--- src/rtl/mem_arbiter_if.sv ---
// Request/response bundle between the two cache miss ports, the arbiter and
// the shared backing memory.
//   slave  : the arbiter's view (takes requests, drives memory side)
//   master : the surrounding system's view (caches + memory model)
// MEM_ARBITER_PERF_EN adds the per-port wait-cycle counters.
`timescale 1ns/1ps
interface mem_arbiter_if #(parameter int XLEN = 32);
   logic            p0_valid;
   logic            p0_op;
   logic [1:0]      p0_size;
   logic [XLEN-1:0] p0_addr;
   logic [XLEN-1:0] p0_wdata;
   logic [XLEN-1:0] p0_rdata;
   logic            p0_fulfilled;

   logic            p1_valid;
   logic            p1_op;
   logic [1:0]      p1_size;
   logic [XLEN-1:0] p1_addr;
   logic [XLEN-1:0] p1_wdata;
   logic [XLEN-1:0] p1_rdata;
   logic            p1_fulfilled;

   logic            m_valid;
   logic            m_op;
   logic [1:0]      m_size;
   logic [XLEN-1:0] m_addr;
   logic [XLEN-1:0] m_wdata;
   logic [XLEN-1:0] m_rdata;
   logic            m_fulfilled;

`ifdef MEM_ARBITER_PERF_EN
   logic [31:0]     p0_wait_cycles;
   logic [31:0]     p1_wait_cycles;
`endif

   modport slave (
      input  p0_valid, p0_op, p0_size, p0_addr, p0_wdata,
      output p0_rdata, p0_fulfilled,
      input  p1_valid, p1_op, p1_size, p1_addr, p1_wdata,
      output p1_rdata, p1_fulfilled,
      output m_valid, m_op, m_size, m_addr, m_wdata,
      input  m_rdata, m_fulfilled
`ifdef MEM_ARBITER_PERF_EN
      , output p0_wait_cycles, p1_wait_cycles
`endif
   );

   modport master (
      output p0_valid, p0_op, p0_size, p0_addr, p0_wdata,
      input  p0_rdata, p0_fulfilled,
      output p1_valid, p1_op, p1_size, p1_addr, p1_wdata,
      input  p1_rdata, p1_fulfilled,
      input  m_valid, m_op, m_size, m_addr, m_wdata,
      output m_rdata, m_fulfilled
`ifdef MEM_ARBITER_PERF_EN
      , input p0_wait_cycles, p1_wait_cycles
`endif
   );
endinterface

--- src/rtl/mem_arbiter.sv ---
// Two-requester round-robin arbiter in front of the shared backing memory.
// Port 0 = icache miss port, port 1 = dcache miss port. The grant is held
// for a whole transaction and followed by a one-cycle RELEASE gap so the
// requester can drop valid before the next arbitration.
// Optional: MEM_ARBITER_PERF_EN adds saturating per-port wait counters.
//
//   state     | meaning
//   ----------+-----------------------------------------------------------
//   S_IDLE    | no transaction; arbitrate pending requests
//   S_BUSY    | granted request presented on m_*; waiting for m_fulfilled
//   S_RELEASE | one idle cycle so the served requester can drop valid
`timescale 1ns/1ps
module mem_arbiter #(
   parameter int XLEN         = 32,
   parameter bit P0_READ_ONLY = 1'b1
) (
   input  logic            clk,
   input  logic            rst,
   mem_arbiter_if.slave    bus
);

   typedef enum logic [1:0] {
      S_IDLE    = 2'd0,
      S_BUSY    = 2'd1,
      S_RELEASE = 2'd2
   } state_t;

   state_t          r_state;
   logic            r_last_grant;
   logic            r_grant;
   logic            r_m_valid;
   logic            r_m_op;
   logic [1:0]      r_m_size;
   logic [XLEN-1:0] r_m_addr;
   logic [XLEN-1:0] r_m_wdata;

   logic            w_any;
   logic            w_pick;
   logic            w_p0_op;
   logic [XLEN-1:0] w_p0_wdata;
   logic            w_busy;

   assign w_any  = bus.p0_valid | bus.p1_valid;
   // On a tie the port that did not win last time goes next; otherwise the
   // lone requester wins.
   assign w_pick = (bus.p0_valid && bus.p1_valid) ? ~r_last_grant : bus.p1_valid;
   // The icache port never stores, so its op/wdata are not trusted.
   assign w_p0_op    = P0_READ_ONLY ? 1'b0 : bus.p0_op;
   assign w_p0_wdata = P0_READ_ONLY ? '0 : bus.p0_wdata;
   assign w_busy     = (r_state == S_BUSY);

   // Arbitration FSM with registered downstream request.
   always_ff @(posedge clk or posedge rst) begin
      if (rst) begin
         r_state      <= S_IDLE;
         r_last_grant <= 1'b1;
         r_grant      <= 1'b0;
         r_m_valid    <= 1'b0;
         r_m_op       <= 1'b0;
         r_m_size     <= 2'd0;
         r_m_addr     <= '0;
         r_m_wdata    <= '0;
      end else begin
         case (r_state)
            S_IDLE: begin
               if (w_any) begin
                  r_state      <= S_BUSY;
                  r_grant      <= w_pick;
                  r_last_grant <= w_pick;
                  r_m_valid    <= 1'b1;
                  if (w_pick) begin
                     r_m_op    <= bus.p1_op;
                     r_m_size  <= bus.p1_size;
                     r_m_addr  <= bus.p1_addr;
                     r_m_wdata <= bus.p1_wdata;
                  end else begin
                     r_m_op    <= w_p0_op;
                     r_m_size  <= bus.p0_size;
                     r_m_addr  <= bus.p0_addr;
                     r_m_wdata <= w_p0_wdata;
                  end
               end
            end
            S_BUSY: begin
               if (bus.m_fulfilled) begin
                  r_state   <= S_RELEASE;
                  r_m_valid <= 1'b0;
               end
            end
            S_RELEASE: begin
               r_state <= S_IDLE;
            end
            default: begin
               r_state   <= S_IDLE;
               r_m_valid <= 1'b0;
            end
         endcase
      end
   end

   assign bus.m_valid = r_m_valid;
   assign bus.m_op    = r_m_op;
   assign bus.m_size  = r_m_size;
   assign bus.m_addr  = r_m_addr;
   assign bus.m_wdata = r_m_wdata;

   // Responses are steered only while a transaction is actually in flight.
   assign bus.p0_fulfilled = bus.m_fulfilled && w_busy && (r_grant == 1'b0);
   assign bus.p1_fulfilled = bus.m_fulfilled && w_busy && (r_grant == 1'b1);
   assign bus.p0_rdata     = (w_busy && (r_grant == 1'b0)) ? bus.m_rdata : '0;
   assign bus.p1_rdata     = (w_busy && (r_grant == 1'b1)) ? bus.m_rdata : '0;

`ifdef MEM_ARBITER_PERF_EN
   logic [31:0] r_p0_wait;
   logic [31:0] r_p1_wait;
   logic        w_p0_wait;
   logic        w_p1_wait;

   // A port is stalled while pending in IDLE or while the other port owns
   // the memory (BUSY or RELEASE).
   assign w_p0_wait = bus.p0_valid && ((r_state == S_IDLE) || (r_grant != 1'b0));
   assign w_p1_wait = bus.p1_valid && ((r_state == S_IDLE) || (r_grant != 1'b1));

   // Saturating stall counters.
   always_ff @(posedge clk or posedge rst) begin
      if (rst) begin
         r_p0_wait <= '0;
         r_p1_wait <= '0;
      end else begin
         if (w_p0_wait && (r_p0_wait != '1)) r_p0_wait <= r_p0_wait + 32'd1;
         if (w_p1_wait && (r_p1_wait != '1)) r_p1_wait <= r_p1_wait + 32'd1;
      end
   end

   assign bus.p0_wait_cycles = r_p0_wait;
   assign bus.p1_wait_cycles = r_p1_wait;
`endif

endmodule

--- src/flat_wrapper.sv ---
// flat-port wrapper written by rule: the top's interface ports become plain ports
module mem_arbiter_flat 
#(
   parameter int XLEN         = 32,
   parameter bit P0_READ_ONLY = 1'b1
)
  (clk, rst, bus_p0_valid, bus_p0_op, bus_p0_size, bus_p0_addr, bus_p0_wdata, bus_p0_rdata, bus_p0_fulfilled, bus_p1_valid, bus_p1_op, bus_p1_size, bus_p1_addr, bus_p1_wdata, bus_p1_rdata, bus_p1_fulfilled, bus_m_valid, bus_m_op, bus_m_size, bus_m_addr, bus_m_wdata, bus_m_rdata, bus_m_fulfilled);
  mem_arbiter_if #(.XLEN(XLEN)) bus_i ();
  input  logic clk;
  input  logic rst;
  input wire logic [$bits(bus_i.p0_valid)-1:0] bus_p0_valid;
  input wire logic [$bits(bus_i.p0_op)-1:0] bus_p0_op;
  input wire logic [$bits(bus_i.p0_size)-1:0] bus_p0_size;
  input wire logic [$bits(bus_i.p0_addr)-1:0] bus_p0_addr;
  input wire logic [$bits(bus_i.p0_wdata)-1:0] bus_p0_wdata;
  output wire logic [$bits(bus_i.p0_rdata)-1:0] bus_p0_rdata;
  output wire logic [$bits(bus_i.p0_fulfilled)-1:0] bus_p0_fulfilled;
  input wire logic [$bits(bus_i.p1_valid)-1:0] bus_p1_valid;
  input wire logic [$bits(bus_i.p1_op)-1:0] bus_p1_op;
  input wire logic [$bits(bus_i.p1_size)-1:0] bus_p1_size;
  input wire logic [$bits(bus_i.p1_addr)-1:0] bus_p1_addr;
  input wire logic [$bits(bus_i.p1_wdata)-1:0] bus_p1_wdata;
  output wire logic [$bits(bus_i.p1_rdata)-1:0] bus_p1_rdata;
  output wire logic [$bits(bus_i.p1_fulfilled)-1:0] bus_p1_fulfilled;
  output wire logic [$bits(bus_i.m_valid)-1:0] bus_m_valid;
  output wire logic [$bits(bus_i.m_op)-1:0] bus_m_op;
  output wire logic [$bits(bus_i.m_size)-1:0] bus_m_size;
  output wire logic [$bits(bus_i.m_addr)-1:0] bus_m_addr;
  output wire logic [$bits(bus_i.m_wdata)-1:0] bus_m_wdata;
  input wire logic [$bits(bus_i.m_rdata)-1:0] bus_m_rdata;
  input wire logic [$bits(bus_i.m_fulfilled)-1:0] bus_m_fulfilled;
  assign bus_i.p0_valid = bus_p0_valid;
  assign bus_i.p0_op = bus_p0_op;
  assign bus_i.p0_size = bus_p0_size;
  assign bus_i.p0_addr = bus_p0_addr;
  assign bus_i.p0_wdata = bus_p0_wdata;
  assign bus_p0_rdata = bus_i.p0_rdata;
  assign bus_p0_fulfilled = bus_i.p0_fulfilled;
  assign bus_i.p1_valid = bus_p1_valid;
  assign bus_i.p1_op = bus_p1_op;
  assign bus_i.p1_size = bus_p1_size;
  assign bus_i.p1_addr = bus_p1_addr;
  assign bus_i.p1_wdata = bus_p1_wdata;
  assign bus_p1_rdata = bus_i.p1_rdata;
  assign bus_p1_fulfilled = bus_i.p1_fulfilled;
  assign bus_m_valid = bus_i.m_valid;
  assign bus_m_op = bus_i.m_op;
  assign bus_m_size = bus_i.m_size;
  assign bus_m_addr = bus_i.m_addr;
  assign bus_m_wdata = bus_i.m_wdata;
  assign bus_i.m_rdata = bus_m_rdata;
  assign bus_i.m_fulfilled = bus_m_fulfilled;
  mem_arbiter #(.XLEN(XLEN), .P0_READ_ONLY(P0_READ_ONLY)) u_core (.clk(clk), .rst(rst), .bus(bus_i));
endmodule
--- config.mk ---
export PLATFORM = sky130hd
export DESIGN_NAME = mem_arbiter_flat
export DESIGN_NICKNAME = d
export VERILOG_FILES = /design/src/rtl/mem_arbiter_if.sv /design/src/rtl/mem_arbiter.sv /design/src/flat_wrapper.sv
export SDC_FILE = /design/constraint.sdc
export NUM_CORES = 1
export LEC_CHECK = 0
export CAP_MARGIN = 25
export CORE_AREA = 2 2 119 121
export CTS_CLUSTER_DIAMETER = 120
export CTS_CLUSTER_SIZE = 20
export DETAILED_ROUTE_END_ITERATION = 8
export DIE_AREA = 0 0 121 123
export PLACE_DENSITY = 0.69
export SLEW_MARGIN = 25
export SYNTH_ARGS = -nofsm -noshare
export SYNTH_HDL_FRONTEND = slang
export SYNTH_SLANG_ARGS = --single-unit
--- constraint.sdc ---
create_clock -name clk -period 2.3 [get_ports clk]
set_input_delay 0.23 -clock clk [delete_from_list [all_inputs] [get_ports clk]]
set_output_delay 0.23 -clock clk [all_outputs]
set_load 0.005 [all_outputs]
==> impl_results.md <==
- Final Hold Viols: 0
- Die Area: around 15,000 um^2
- Period utilization: 0.940
- Area used by multi-input combinational logic: 1700 um^2
- Routed Antenna Nets: 0
- Critical path endpoint category: primary output
- First-pass GRT wire length: 17.9 mm
- Largest family of logic cells by synthesized area: multiplexers
- Number of global-route vias before repair: around 3,600
- Crit-path max FO: 16
- Max cap viols: 0
- DRC violation total after the first TritonRoute iteration: 97
- Non-filler instance count after layout: 732
- Ratio of cells with drive above 1 in the final layout: 0.183
- Synthesized netlist net count: between 400 and 500
- Net load switching power: 2.28 mW
- H-tree depth: 3
- DIE WIDTH: 121 um
- CP Launch Point: u_core.r_state[1]
- WP data arrival: 1930 ps
- Sequential cell area: approximately 1800 um^2
- Routability Congestion: 0.745
- Reg-to-reg critical path startpoint: u_core.r_last_grant
- Via count: 3,233
- First-pass DRT Iterations: 4
- Post-Place Cell Area: about 6500 um^2
- Hold slack: roughly 280 ps
- Chip height: about 120 um
- Inst Count DP: roughly 710
- Clk buf depth: 2
- Most frequent cells in the layout: clkdlybuf4s50_1 (271), dfrtp_1 (71), and2_1 (64), mux2_2 (38), a22o_1 (33)
- Worst Setup EP: bus_p1_rdata[13]
- Mapped Area: 3590 um^2
- CTS root buffer: clkbuf_16
- TNS Setup: 0 ps
- Post-CTS Hold Buffers: 0
- Worst rel slew slack: 0.636
- Worst setup SP type: register
- CP required: between 2000 and 2500 ps
- Sinks on Clock Net: 72
- Clock buffer count from CTS: 9
- Internal Power: 5.60 mW
- Reg power frac: 0.290
- Clock slew at reported path FFs: 60 ps
- PortBufs: 271
- Fin area: 6920 um^2
- Sequential share of the synthesized area: 0.502
- Clock Skews: 6.52 ps
- CTS tree: yes
- Post-synthesis simple-gate area fraction: 0.125
- Worst reg2reg endpoint: u_core.bus.m_addr[31]
- Min cycle time layout: 2160 ps
- Clock share of power: 0.198
- Post-synthesis mux area share: 0.244
- Via density: 4.42
- Setup repair bufs after CTS: 0
- Nets@finish: 718
- Syn_area_per_cell: 13.0 um^2
- Unrepaired setup endpoints after global routing: no
- Worst IR drop on VDD: 0.475 mV
- Final setup vio count: 0
- Latest clock arrival within the worst-skew pair: 330 ps
- Slew @ Worst Pin: 546 ps
- Syn-to-layout area delta: 92.6%
- FMAX: 0.462 GHz
- Detailed Place HPWL: approximately 9.0 mm
- DRC viols: 0
- Crit path kind: register to primary output
- Post-Synth XOR/XNOR Area: 0
- Syn. warnings: 0
- Final wirelength: 11.8 mm
- Compound-gate portion of the synthesized area: 0.0936
- Rows: 43
- DR WL/cell: about 16 um
- Sw Ratio: 0.290
- Antenna Cells: 0
- LEAKAGE: around 2.9 nW
- Library cells used by synthesis: 20
- GR Overflow Total: 0
- Pwr dens: 1140 nW/um^2
- Synthesized flop and latch total: 72
- Combinational share of power: 0.512
- Largest net degree at the start of global routing: just over 60
- I/O pin cnt: just over 300
- Worst R2R Setup Slack: 590 ps
- Floorplan core area: about 14,000 um^2
- Run status: complete, no violations
- FF-to-FF path depth: 4
- GRT Total Usage: 0.154
- Most common cell after layout, fill and taps aside: clkdlybuf4s50_1
- Post-synthesis adder-cell area fraction: 0
- Initial antenna violation count: 0
- Filler cell count: 1,199
- Slew Limit Fails: 0
- Syn Inst Count: 276
- HP Class: primary input to asynchronous set/reset pin
- Initial Util: 0.264
==> kinds of logic after synthesis <==
logic type,after synthesis
flip-flops,72
AND/OR/NAND/NOR,72
multiplexers,68
AO/OA/AOI/OAI,40
buffers and inverters,24
==> synth_stat cells (all sizes together) <==
cell type  count  share of area
inv            4         0.0042
mux2          68           0.24
dfstp          1         0.0073
dfrtp         71           0.49
nor3           3         0.0073
and2          64           0.11
o21ai          2         0.0028
clkbuf         9         0.0094
o21a           1         0.0021
nor2           4         0.0042
a21oi          1         0.0014
a22o          33          0.080
buf           11          0.022
a21bo          1         0.0028
nand2b         1         0.0017
a21o           2         0.0042
==> sequential cells by signal, indices dropped and copies added, names as in the netlist <==
signal and cells:
u_core.bus.m_op 1, u_core.bus.m_valid 1, u_core.r_last_grant 1, u_core.bus.m_addr 32
u_core.r_grant 1, u_core.r_state 2, u_core.bus.m_size 2, u_core.bus.m_wdata 32
==> worst min path at each step <==
stage	startpoint	end	slack [ps]	cells past startpoint
after floorplan	bus_m_fulfilled	u_core.r_state[0]	340	1
after global placement	u_core.bus.m_wdata[2]	u_core.bus.m_wdata[2]	490	1
after detailed placement	u_core.bus.m_addr[8]	u_core.bus.m_addr[8]	490	1
after CTS	rst	u_core.bus.m_addr[5]	290	2
after global routing	rst	u_core.bus.m_addr[8]	340	2
final	rst	u_core.bus.m_addr[3]	280	2
==> critical path, stage by stage, from the launching register on <==
cell             delay (ps)
dfrtp_1                 430
nand2b_4                210
nor2_4                  140
buf_6                   170
and2_1                  130
clkdlybuf4s50_1         530
==> what timing repair did <==
item                       4_1_cts  5_1_grt
cloned                           0        2
setup endpoints to repair       32       64
gates resized for setup          3       11
==> layer usage <==
metal | vias up | part of all wire | track usage
met3 | 17 | 0.10 | 0.0498
met1 | 1514 | 0.37 | 0.168
li1 | 1517 | - | -
met4 | 0 | 0.019 | 0.0589
met2 | 185 | 0.51 | 0.277
met5 | - | 0 | 0
==> power by group through the flow <==
stage          clock (mW)  sequential (mW)  combinational (mW)
2_1_floorplan           0             2.31                1.53
3_3_place_gp            0             2.26                3.94
3_5_place_dp            0             2.29                3.99
4_1_cts              1.61             2.28                4.02
5_1_grt              1.68             2.39                4.34
6_report             1.56             2.28                4.04
==> per-stage QoR <==
stage               setup slack (ps)  power, mW   util
finish                           138       7.89  0.509
global route                    12.9       8.40  0.509
CTS                             15.0       7.91  0.505
detailed placement               216       6.28  0.480
global placement                 256       6.20  0.480
floorplan                        247       3.84      -
==> final cells by class <==
class	count	share of cell area
Sequential cell	72	0.260
Inverter	4	0.00217
Clock inverter	6	0.0141
Timing Repair Buffer	280	0.411
Clock buffer	10	0.0345
Multi-Input combinational cell	180	0.245
Tap cell	180	0.0325
Note: power is estimated with default switching activity, not from simulation.
